===== config.mk =====
export PLATFORM = sky130hd
export DESIGN_NAME = timer_counter
export DESIGN_NICKNAME = d
export VERILOG_FILES = /design/src/rtl/timer_counter.sv
export SDC_FILE = /design/constraint.sdc
export NUM_CORES = 1
export LEC_CHECK = 0
export CORE_UTILIZATION = 55
export CTS_BUF_LIST = sky130_fd_sc_hd__clkbuf_4
export CTS_CLUSTER_SIZE = 24
export DETAILED_ROUTE_END_ITERATION = 8
export PLACE_DENSITY = 0.83
export SLEW_MARGIN = 20
export SYNTH_ARGS = -nofsm -noshare
export SYNTH_HDL_FRONTEND = slang
export SYNTH_SLANG_ARGS = --single-unit
export TNS_END_PERCENT = 50

===== constraint.sdc =====
create_clock -name clk -period 3.6 [get_ports clk]
set_clock_uncertainty 0.05 [all_clocks]
set_input_delay 1.08 -clock clk [delete_from_list [all_inputs] [get_ports clk]]
set_output_delay 1.08 -clock clk [all_outputs]
set_load 0.01 [all_outputs]

===== src/rtl/timer_counter.sv =====
// Memory-mapped down-counter: CTRL/PRESET/COUNT registers driven by an IDLE/LOAD/CNT/EXPIRE FSM.
// Define TIMER_IRQ_EN to build the expiry flag, the CTRL.IM bit and the irq output.
module timer_counter #(
  parameter logic [31:0] PRESET_INIT = 32'h0000_0000
) (
  input  logic        clk,
  input  logic        reset,
  input  logic [1:0]  addr,
  input  logic        we,
  input  logic [31:0] wdata,
  output logic [31:0] rdata,
  output logic        irq
);

  typedef enum logic [1:0] {StIdle, StLoad, StCnt, StExpire} state_e;

`ifdef TIMER_IRQ_EN
  localparam logic [3:0] CtrlMask = 4'hf;
`else
  localparam logic [3:0] CtrlMask = 4'h7;
`endif

  state_e      state;
  logic [3:0]  ctrl;
  logic [3:0]  ctrl_d;
  logic [31:0] preset;
  logic [31:0] count;
  logic        ctrl_wr;
  logic        preset_wr;
  logic        auto_reload;

  assign ctrl_wr     = we && (addr == 2'd0);
  assign preset_wr   = we && (addr == 2'd1);
  assign auto_reload = (ctrl[2:1] == 2'b01);

  // A CTRL write always wins over the one-shot EN clear in EXPIRE.
  always_comb begin
    ctrl_d = ctrl;
    if (ctrl_wr) begin
      ctrl_d = wdata[3:0] & CtrlMask;
    end else if (state == StExpire && !auto_reload) begin
      ctrl_d[0] = 1'b0;
    end
  end

  always_ff @(posedge clk or posedge reset) begin
    if (reset) begin
      state  <= StIdle;
      ctrl   <= 4'h0;
      preset <= PRESET_INIT;
      count  <= 32'h0;
    end else begin
      ctrl <= ctrl_d;
      if (preset_wr) begin
        preset <= wdata;
      end
      case (state)
        StIdle: begin
          if (ctrl[0]) state <= StLoad;
        end
        StLoad: begin
          count <= preset;
          state <= StCnt;
        end
        StCnt: begin
          if (!ctrl[0]) begin
            state <= StIdle;
          end else if (count > 32'd1) begin
            count <= count - 32'd1;
          end else begin
            // PRESET==0 lands here too, so COUNT never wraps.
            count <= 32'h0;
            state <= StExpire;
          end
        end
        StExpire: begin
          state <= auto_reload ? StLoad : StIdle;
        end
        default: state <= StIdle;
      endcase
    end
  end

  always_comb begin
    case (addr)
      2'd0:    rdata = {28'h0, ctrl};
      2'd1:    rdata = preset;
      2'd2:    rdata = count;
      default: rdata = 32'h0;
    endcase
  end

`ifdef TIMER_IRQ_EN
  logic flag;
  logic flag_d;
  logic expiring;

  assign expiring = (state == StCnt) && ctrl[0] && (count <= 32'd1);

  // One-shot flag is sticky until a CTRL write; auto-reload flag lasts only the EXPIRE cycle.
  always_comb begin
    flag_d = flag;
    if (expiring) begin
      flag_d = 1'b1;
    end else if (ctrl_wr) begin
      flag_d = 1'b0;
    end else if (state == StExpire && auto_reload) begin
      flag_d = 1'b0;
    end
  end

  always_ff @(posedge clk or posedge reset) begin
    if (reset) begin
      flag <= 1'b0;
      irq  <= 1'b0;
    end else begin
      flag <= flag_d;
      irq  <= flag_d & ctrl_d[3];
    end
  end
`else
  assign irq = 1'b0;
`endif

endmodule


**Word level (Yosys, flattened, before mapping)**

Cells that the tools add are included.

- Register bits after elaboration: 69
- Input port bits: 37
- Word-level logic and storage cells: 37

- Add/sub/neg operators: 1
- Magnitude comparators: 1
- Eq/ne operators: 9
- Muxes and demuxes: 11
- Reductions and logical operators: 10

Operators with widths:

| operator | number |
|---|---|
| $pmux 32 s3 | 1 |
| $mux 32 | 2 |
| $pmux 32 s2 | 1 |
| $gt 32x1->1 const B | 1 |
| $sub 32x1->32 const B | 1 |
| $pmux 2 s4 | 1 |
| $eq 2x1->1 const B | 3 |
| $eq 2x2->1 const B | 3 |
| $mux 2 | 3 |
| $logic_not 2->1 | 2 |
| $ne 2x2->1 const B | 2 |
| $reduce_and 2->1 | 2 |
| $reduce_bool 2->1 | 2 |
| $logic_and 1x1->1 | 3 |
| $mux 1 | 3 |
| $ne 3x3->1 const B | 1 |
| $logic_not 1->1 | 1 |

**Longest topological paths before layout**

Gate-level depths: netlist of run 1.

- Depth in word-level cells: 5
- Gate-level depth with buffers: 8
- Depth with buffers taken out: 7

**Worst setup path after synthesis of run 1**

OpenSTA, ideal clock, no wires.

- Path kind: input to output
- Start: in addr[1]
- End: out rdata[13]
- Data arrival time: 2280 ps
- Path slack: 190 ps
- Stages: 5
- Cells stage by stage: clkbuf_1 -> nor2b_1 -> clkbuf_1 -> clkbuf_1 -> a22o_1

- Cells in the longest elaborated chain, start to end: 2
- Elaborated cells on any way between the ends: 4
- Classes of those cells: eq/ne: 2; mux: 1; reduce/logical: 1

RTL lines:

| what | RTL line | text |
|---|---|---|
| start, declared | 8 | `input logic [1:0] addr,` |
| $eq 2x2->1, or another cell as far along | 85 | `case (addr)` |
| $pmux 32 s3 (*) | 85 |  |
| end, declared | 11 | `output logic [31:0] rdata,` |

Every way passes the cells marked *; elsewhere a longest branch is shown, timed or not.

**Worst setup path in the final report of run 1**

- Start: in addr[1]
- End: out rdata[26]

The elaborated chain is that of the path after synthesis.

==> results.md, run 1 <==
- Cell with the largest stage delay on the worst path: dlygate4sd2_1
- Wire per inst: 19.5 microns
- Switch Pwr: 1420 uW
- Final Hold Viols: 0
- Compound-Gate Fraction of Synth Area: 22.2%
- CTS tree: built
- Internal Power: 2080 uW
- Final setup fails: 0
- Synth top area share: 44.0%
- RD Place Congestion: 0.907
- FF+latch count, synth: 69
- Met1 wire length: 4900 microns
- Ys async rst share: 100%
- Pre-Repair DR Iteration Count: 4
- HP Class: reg -> reg
- Seq/Total Area, Yosys: 44.0%
- Synth cell types: 52
- CP Data Required Time: 2470 ps
- PwrDens: 704 mW/mm^2
- Synth area leader: dfrtp_1
- CP Data Arrival Time: 2310 ps
- Hold path depth: 2
- Crit Path Category: in -> out
- Total Routing Usage GR: 31.0%
- Tcrit/Tclk final: 95.6%
- Post-synthesis adder-cell area fraction: 0.638%
- Sum of negative setup slack: 0 ps
- RSZ-0062 raised after global routing: no
- Most area-consuming cells after synthesis: dfrtp_1 44%, mux2_2 9.5%, a22o_1 8.3%
- Routed via count: 3617
- ANT nets after route: 0
- Synth-to-layout area growth: 27.0%
- Levels on crit path: 6
- # fillers: 545
- Lkg Pwr: 0.00212 uW
- Via/cell ratio: 6.41
- Switching share of power: 40.6%
- DRC: 0
- Dpl hpwl: 7260 microns
- Most frequent cells after synthesis: 69 x dfrtp_1, 37 x a22o_1, 33 x mux2_2
- Clk pwr share: 18.9%
- Die footprint: 0.00748 sq mm
- IO Port Bufs: 68
- Worst VDD drop: 0.000296 V
- Largest family of logic cells by synthesized area: compound AO/OA/AOI/OAI gates
- Skew-Pair Late Insertion Delay: 420 ps
- Slew Limit Fails: 0
- Post-Syn Area: 0.00392 sq mm
- Total Wirelength: 11000 microns
- Logic pwr share: 41.1%
- Largest net degree at the start of global routing: 40
- Rows: 30
- Simple-gate share of the synthesized area: 17.6%
- Startpoint Class: primary input
- Crit Path Max Fanout: 17
- Met2 WL: 5250 microns
- I/O pin cnt: 70
- CP peak stage delay: 330 ps
- CP Capture Type: primary output
- Mux cell area share after synthesis: 11.3%
- Core area: 0.00683 sq mm
- Die Span Y: 86.5 microns
- Post-synth EDFFs: 0
- CTS Buf Count: 9
- Die X-Extent: 86.5 microns
- Syn Inst Count: 392
- # clock sinks: 69
- Iteration-0 DRC Markers: 294
- Fmax: 291 MHz
- Metal3 WL: 632 microns
- Reg clk slew, reported paths: 110 ps
- Syn_nets: 431
- Maxcap violations: 0
- Top Family by Delay on Critical Path: buffers and inverters
- Top sig layer: met4
- Critical path's most frequent cell: dlygate4sd2_1
- Worst-path cell chain: dlygate4sd2_1 > nor2b_4 > buf_4 > buf_12 > a22o_1 > dlygate4sd2_1
- First-pass GRT wire length: 17900 microns
- Initial antenna violation count: 0
- Synth Area in XOR/XNOR: 0%
- Final core occ: 72.9%
- Minimum clock period: 3440 ps
- Most common cell in the netlist: dfrtp_1
- Layout Nets: 502
- Initial core utilization: 57.4%
- Status: complete, no violations
- Top FF cell, synth: dfrtp_1
- GR Overflow Total: 0
- Antenna cells: 0
- Rel. slew slack: 55.7%
- Mean post-synth cell area: 10.0 sq um
- H-tree lvl count: 3
- Clock Path Buffers: 2
- Clock root buffer: clkbuf_4
- Slew at the pin closest to its max-slew limit: 664 ps
- R2R depth: 5
- Critical path buffers and inverters: 4
- CTS Hold Bufs: 0
- Seq pwr share: 40.1%
- Vias in the first global route: 3570
- Ys Warns: 0
- Layout cell share with drive strength beyond 1: 17.9%
final timing paths:
path | from | endpoint | slack (ps)
worst max-delay path | addr[1] | rdata[26] | 160
worst min-delay path | preset[25]$_DFFE_PP0P_ | count[25]$_DFFE_PP0P_ | 480
worst max register to register | count[26]$_DFFE_PP0P_ | count[29]$_DFFE_PP0P_ | 800
worst min register to register | preset[25]$_DFFE_PP0P_ | count[25]$_DFFE_PP0P_ | 480
max in group asynchronous | reset | count[30]$_DFFE_PP0P_ | 1830
min in group asynchronous | reset | preset[10]$_DFFE_PP0P_ | 1000
sequential cells by signal (all words and copies together), names as in the netlist:
signal,cells
count,32
preset,32
ctrl,3
state,2
power groups by stage:
stage / combinational, uW / sequential [uW] / clock (uW)
after CTS: 1430 / 1390 / 665
after global routing: 1570 / 1450 / 695
after global placement: 1420 / 1400 / 0
final: 1440 / 1400 / 662
after floorplan: 1040 / 1260 / 0
after detailed placement: 1460 / 1400 / 0
cells by family (layout without fill, tap and decap cells):
kind of cell | Yosys count | in the layout
other | 1 | 1
buffers and inverters | 38 | 114
AND/OR/NAND/NOR | 126 | 126
AO/OA/AOI/OAI | 116 | 116
multiplexers | 40 | 40
adder cells (fa/ha/maj) | 2 | 2
flip-flops | 69 | 69
metal layers:
metal	GRT usage [%]	vias to the layer above
met2	50.9	166
met5	0	-
met1	42.0	1767
met3	4.29	25
li1	-	1659
met4	11.8	0
cell usage in the layout (no fill, tap or decap), types with 4 or more instances in the layout:
cell             instances
clkdlybuf4s50_1         34
nor3_1                  14
mux2_2                  33
nand4_1                  5
clkbuf_4                11
a221o_1                  6
mux2i_1                  7
buf_4                   17
a21oi_1                 13
a22oi_1                  9
a22o_1                  37
o21ai_0                 23
nand2_1                 22
o311ai_0                 4
nor4_1                  16
and3_1                   8
nor2_1                  15
inv_1                    7
dfrtp_1                 69
dlygate4sd2_1           33
or3_1                    9
nand3_1                 13
or4_1                    4
worst min-delay path, delay by kind of cell (launching register included):
kind / cells / cell delay (ps)
flops: 1 / 380
simple gates: 2 / 130
final cells by class:
cell class | instances | area, sq um | area share (%)
Tap cell | 96 | 120 | 2.41
Sequential cell | 69 | 1730 | 34.7
Multi-Input combinational cell | 285 | 2050 | 41.2
Clock inverter | 5 | 108 | 2.16
Inverter | 9 | 33.8 | 0.678
Clock buffer | 11 | 82.6 | 1.66
Timing Repair Buffer | 89 | 861 | 17.3
per-stage QoR:
step                instances  setup slack [ps]  instance area [sq um]  power [uW]  hold WS (ps)
CTS                       564               189                   4980        3480           480
global route              564               132                   4980        3710           506
finish                    564               159                   4980        3510           484
floorplan                 392               190                   3920        2300           418
global placement          546              -265                   4780        2820           456
detailed placement        546              -333                   4780        2860           463
repair_timing:
item                                    CTS  global route
buffers inserted                          1             0
endpoints found under the setup margin   32             0
gates resized for setup                  38             0
Power figures use the tool's default switching activity.
==> run 2, diff against run 1 <==
- PLACE_DENSITY: 0.83 -> not set
- PLACE_DENSITY_LB_ADDON: not set -> 0.08
==> run 2 against run 1 <==
Via count rose by 1.6%. Global-route usage rose by 0.36 points. Worst setup slack improved by 63 ps. Sequential share of layout area fell by 0.33 points. Clock-buffer cell count did not move. Sequential cell count did not move. Critical path type unchanged. Wire length rose by 1.1%. Sequential power barely moved. Die area did not move. First-iteration DRC count fell by 27%. Highest routed layer unchanged.
==> results.md, run 2 (synthesis gave the netlist of run 1 again) <==
- # clock sinks: 69 (unchanged)
- Crit Path Category: in -> out
- Cell with the largest stage delay on the worst path: dlygate4sd2_1
- DP Cell Count: 546 (unchanged)
- CTS Buf Count: 9 (unchanged)
- GR Overflow Total: 0 (unchanged)
- Pre-Repair DR Iteration Count: 5 (+1)
- Fmax: 296 MHz (+1.9%)
- Initial antenna violation count: 0 (unchanged)
- Skew-Pair Late Insertion Delay: 410 ps (about the same)
- Die X-Extent: 86.5 microns (unchanged)
- Startpoint Class: primary input
- # fillers: 566 (+3.9%)
- RD Place Congestion: 0.879 (-3.0%)
- Clock root buffer: clkbuf_4
- Slew Limit Fails: 0 (unchanged)
- Iteration-0 DRC Markers: 216 (-27%)
- Via/cell ratio: 6.48 (+1.0%)
- Layout cell share with drive strength beyond 1: 18.7% (+0.73 points)
- CP Capture Type: primary output
- Vias in the first global route: 3463 (-3.0%)
- Maxcap violations: 0 (unchanged)
- Total Wirelength: 11100 microns (+1.1%)
- CP peak stage delay: 280 ps (-50 ps)
- DRC: 0 (unchanged)
- Initial core utilization: 57.4% (unchanged)
- IO Port Bufs: 68 (unchanged)
- H-tree lvl count: 3 (unchanged)
- ANT nets after route: 0 (unchanged)
- Final setup fails: 0 (unchanged)
- Wire per inst: 19.6 microns (+0.57%)
- Multi-input gate area: 0.00205 sq mm (unchanged)
- Worst r2r src: count[26]$_DFFE_PP0P_
- R2R depth: 5 (unchanged)
- CTS Hold Bufs: 0 (unchanged)
- CTS tree: built
- Total Routing Usage GR: 31.4% (+0.36 points)
- Worst hold start: preset[25]$_DFFE_PP0P_
- Status: complete, no violations
- Die Span Y: 86.5 microns (unchanged)
- I/O pin cnt: 70 (unchanged)
- Antenna cells: 0 (unchanged)
- Final Hold Viols: 0 (unchanged)
- Reg clk slew, reported paths: 110 ps (about the same)
- Commonest non-fill, non-tap cell in the layout: dfrtp_1
- Flop2flop setup slack: 820 ps (+20 ps)
- Rel. slew slack: 57.7% (+2.0 points)
- Routed via count: 3674 (+1.6%)
- Hold path depth: 2 (unchanged)
- Most frequent cells in the layout: 69 x dfrtp_1, 37 x a22o_1, 34 x clkdlybuf4s50_1
- CP Data Required Time: 2470 ps (about the same)
- Sequential cell area: 0.00173 sq mm (unchanged)
- Minimum clock period: 3380 ps (-62.6 ps)
- Layout Nets: 507 (+1.0%)
- PwrDens: 652 mW/mm^2 (-7.3%)
- Worst-path cell chain: clkdlybuf4s15_2 > nor2b_4 > buf_4 > buf_16 > a22o_1 > dlygate4sd2_1
- RSZ-0062 raised after global routing: no
- Largest net degree at the start of global routing: 45 (+13%)
- Worst VDD drop: 0.000294 V (-0.80%)
- Dpl hpwl: 7060 microns (-2.8%)
- HP Class: reg -> reg
- Reg-to-Reg End: count[29]$_DFFE_PP0P_
- Worst hold slack: 477 ps (-7.06 ps)
- Core area: 0.00683 sq mm (unchanged)
- Tcrit/Tclk final: 93.8% (-1.7 points)
- CP Data Arrival Time: 2250 ps (-60 ps)
- Crit Path Max Fanout: 16 (-1)
- Synth-to-layout area growth: 28.2%
- Clock Path Buffers: 2 (unchanged)
- Die footprint: 0.00748 sq mm (unchanged)
- Top Registers: count (32), preset (32), ctrl (3)
- Slew at the pin closest to its max-slew limit: 634 ps (-29.9 ps)
- Lkg Pwr: 0.00223 uW (+5.3%)
- First-pass GRT wire length: 17800 microns (-0.12%)
- Hold endpoint: count[25]$_DFFE_PP0P_
- Rows: 30 (unchanged)
- Final non-filler cell total: 567 (+0.53%)
## run 2: cell types whose count changed in the layout (fill, tap and decap cells not counted), sizes merged
cell | previous run | this run
clkbuf | 11 | 12
inv | 9 | 8
dlymetal6s2s | 0 | 9
clkinv | 2 | 4
buf | 20 | 25
bufinv | 3 | 0
dlygate4sd2 | 33 | 23
## run 2: layout make-up
type / instances / area share [%]
inverters: 9 / 0.672
flip-flops and latches: 69 / 34.3
multi-input cells: 285 / 40.8
repair buffers: 94 / 19.9
clock buffers: 11 / 1.64
well taps: 96 / 2.39
clock inverters: 3 / 0.299
## run 2: per-layer routing
layer  part of all wire [%]  global-route usage (%)  up-vias
li1                       -                       -     1664
met1                     43                    43.4     1777
met2                     47                    49.9      202
met3                    8.2                    4.19       31
met4                    2.2                    13.3        0
met5                      0                       0        -
## run 2: where the power goes
group | leakage (uW) | switching (uW) | internal [uW] | total [uW]
clock network | 0.0000623 | 266 | 147 | 414
registers | 0.000835 | 392 | 1040 | 1430
logic | 0.00133 | 742 | 695 | 1440
## run 2: metrics by stage
step           utilization (%)  total power (uW)  instance area (sq um)  setup slack, ps  TNS, ps
2_1_floorplan                -              2300                   3920              190        0
3_3_place_gp              70.0              2810                   4780             -239    -6720
3_5_place_dp              70.0              2860                   4780             -269    -7520
4_1_cts                   73.4              3260                   5010             17.1        0
5_1_grt                   73.6              3480                   5030              183        0
6_report                  73.6              3280                   5030              222        0
## run 2: critical path: cells and delay by family
| kind | cells | cell delay (ps) |
|---|---|---|
| compound gates | 1 | 220 |
| buf+inv | 4 | 800 |
| simple gates | 1 | 150 |
## run 2: worst max path at each step
| stage | start | endpoint | slack [ps] | depth (start not counted) |
|---|---|---|---|---|
| floorplan | addr[1] | rdata[13] | 190 | 5 |
| global placement | addr[0] | rdata[31] | -240 | 5 |
| detailed placement | addr[0] | rdata[31] | -270 | 5 |
| CTS | addr[1] | rdata[5] | 20 | 6 |
| global route | addr[0] | rdata[17] | 180 | 6 |
| finish | addr[0] | rdata[17] | 220 | 6 |
## run 2: timing repair
item                                    in CTS  in global routing
endpoints found under the hold margin        0                  0
resized for setup                           33                 10
endpoints found under the setup margin      32                  9
cloned                                       4                  0
buffers inserted                             3                  0
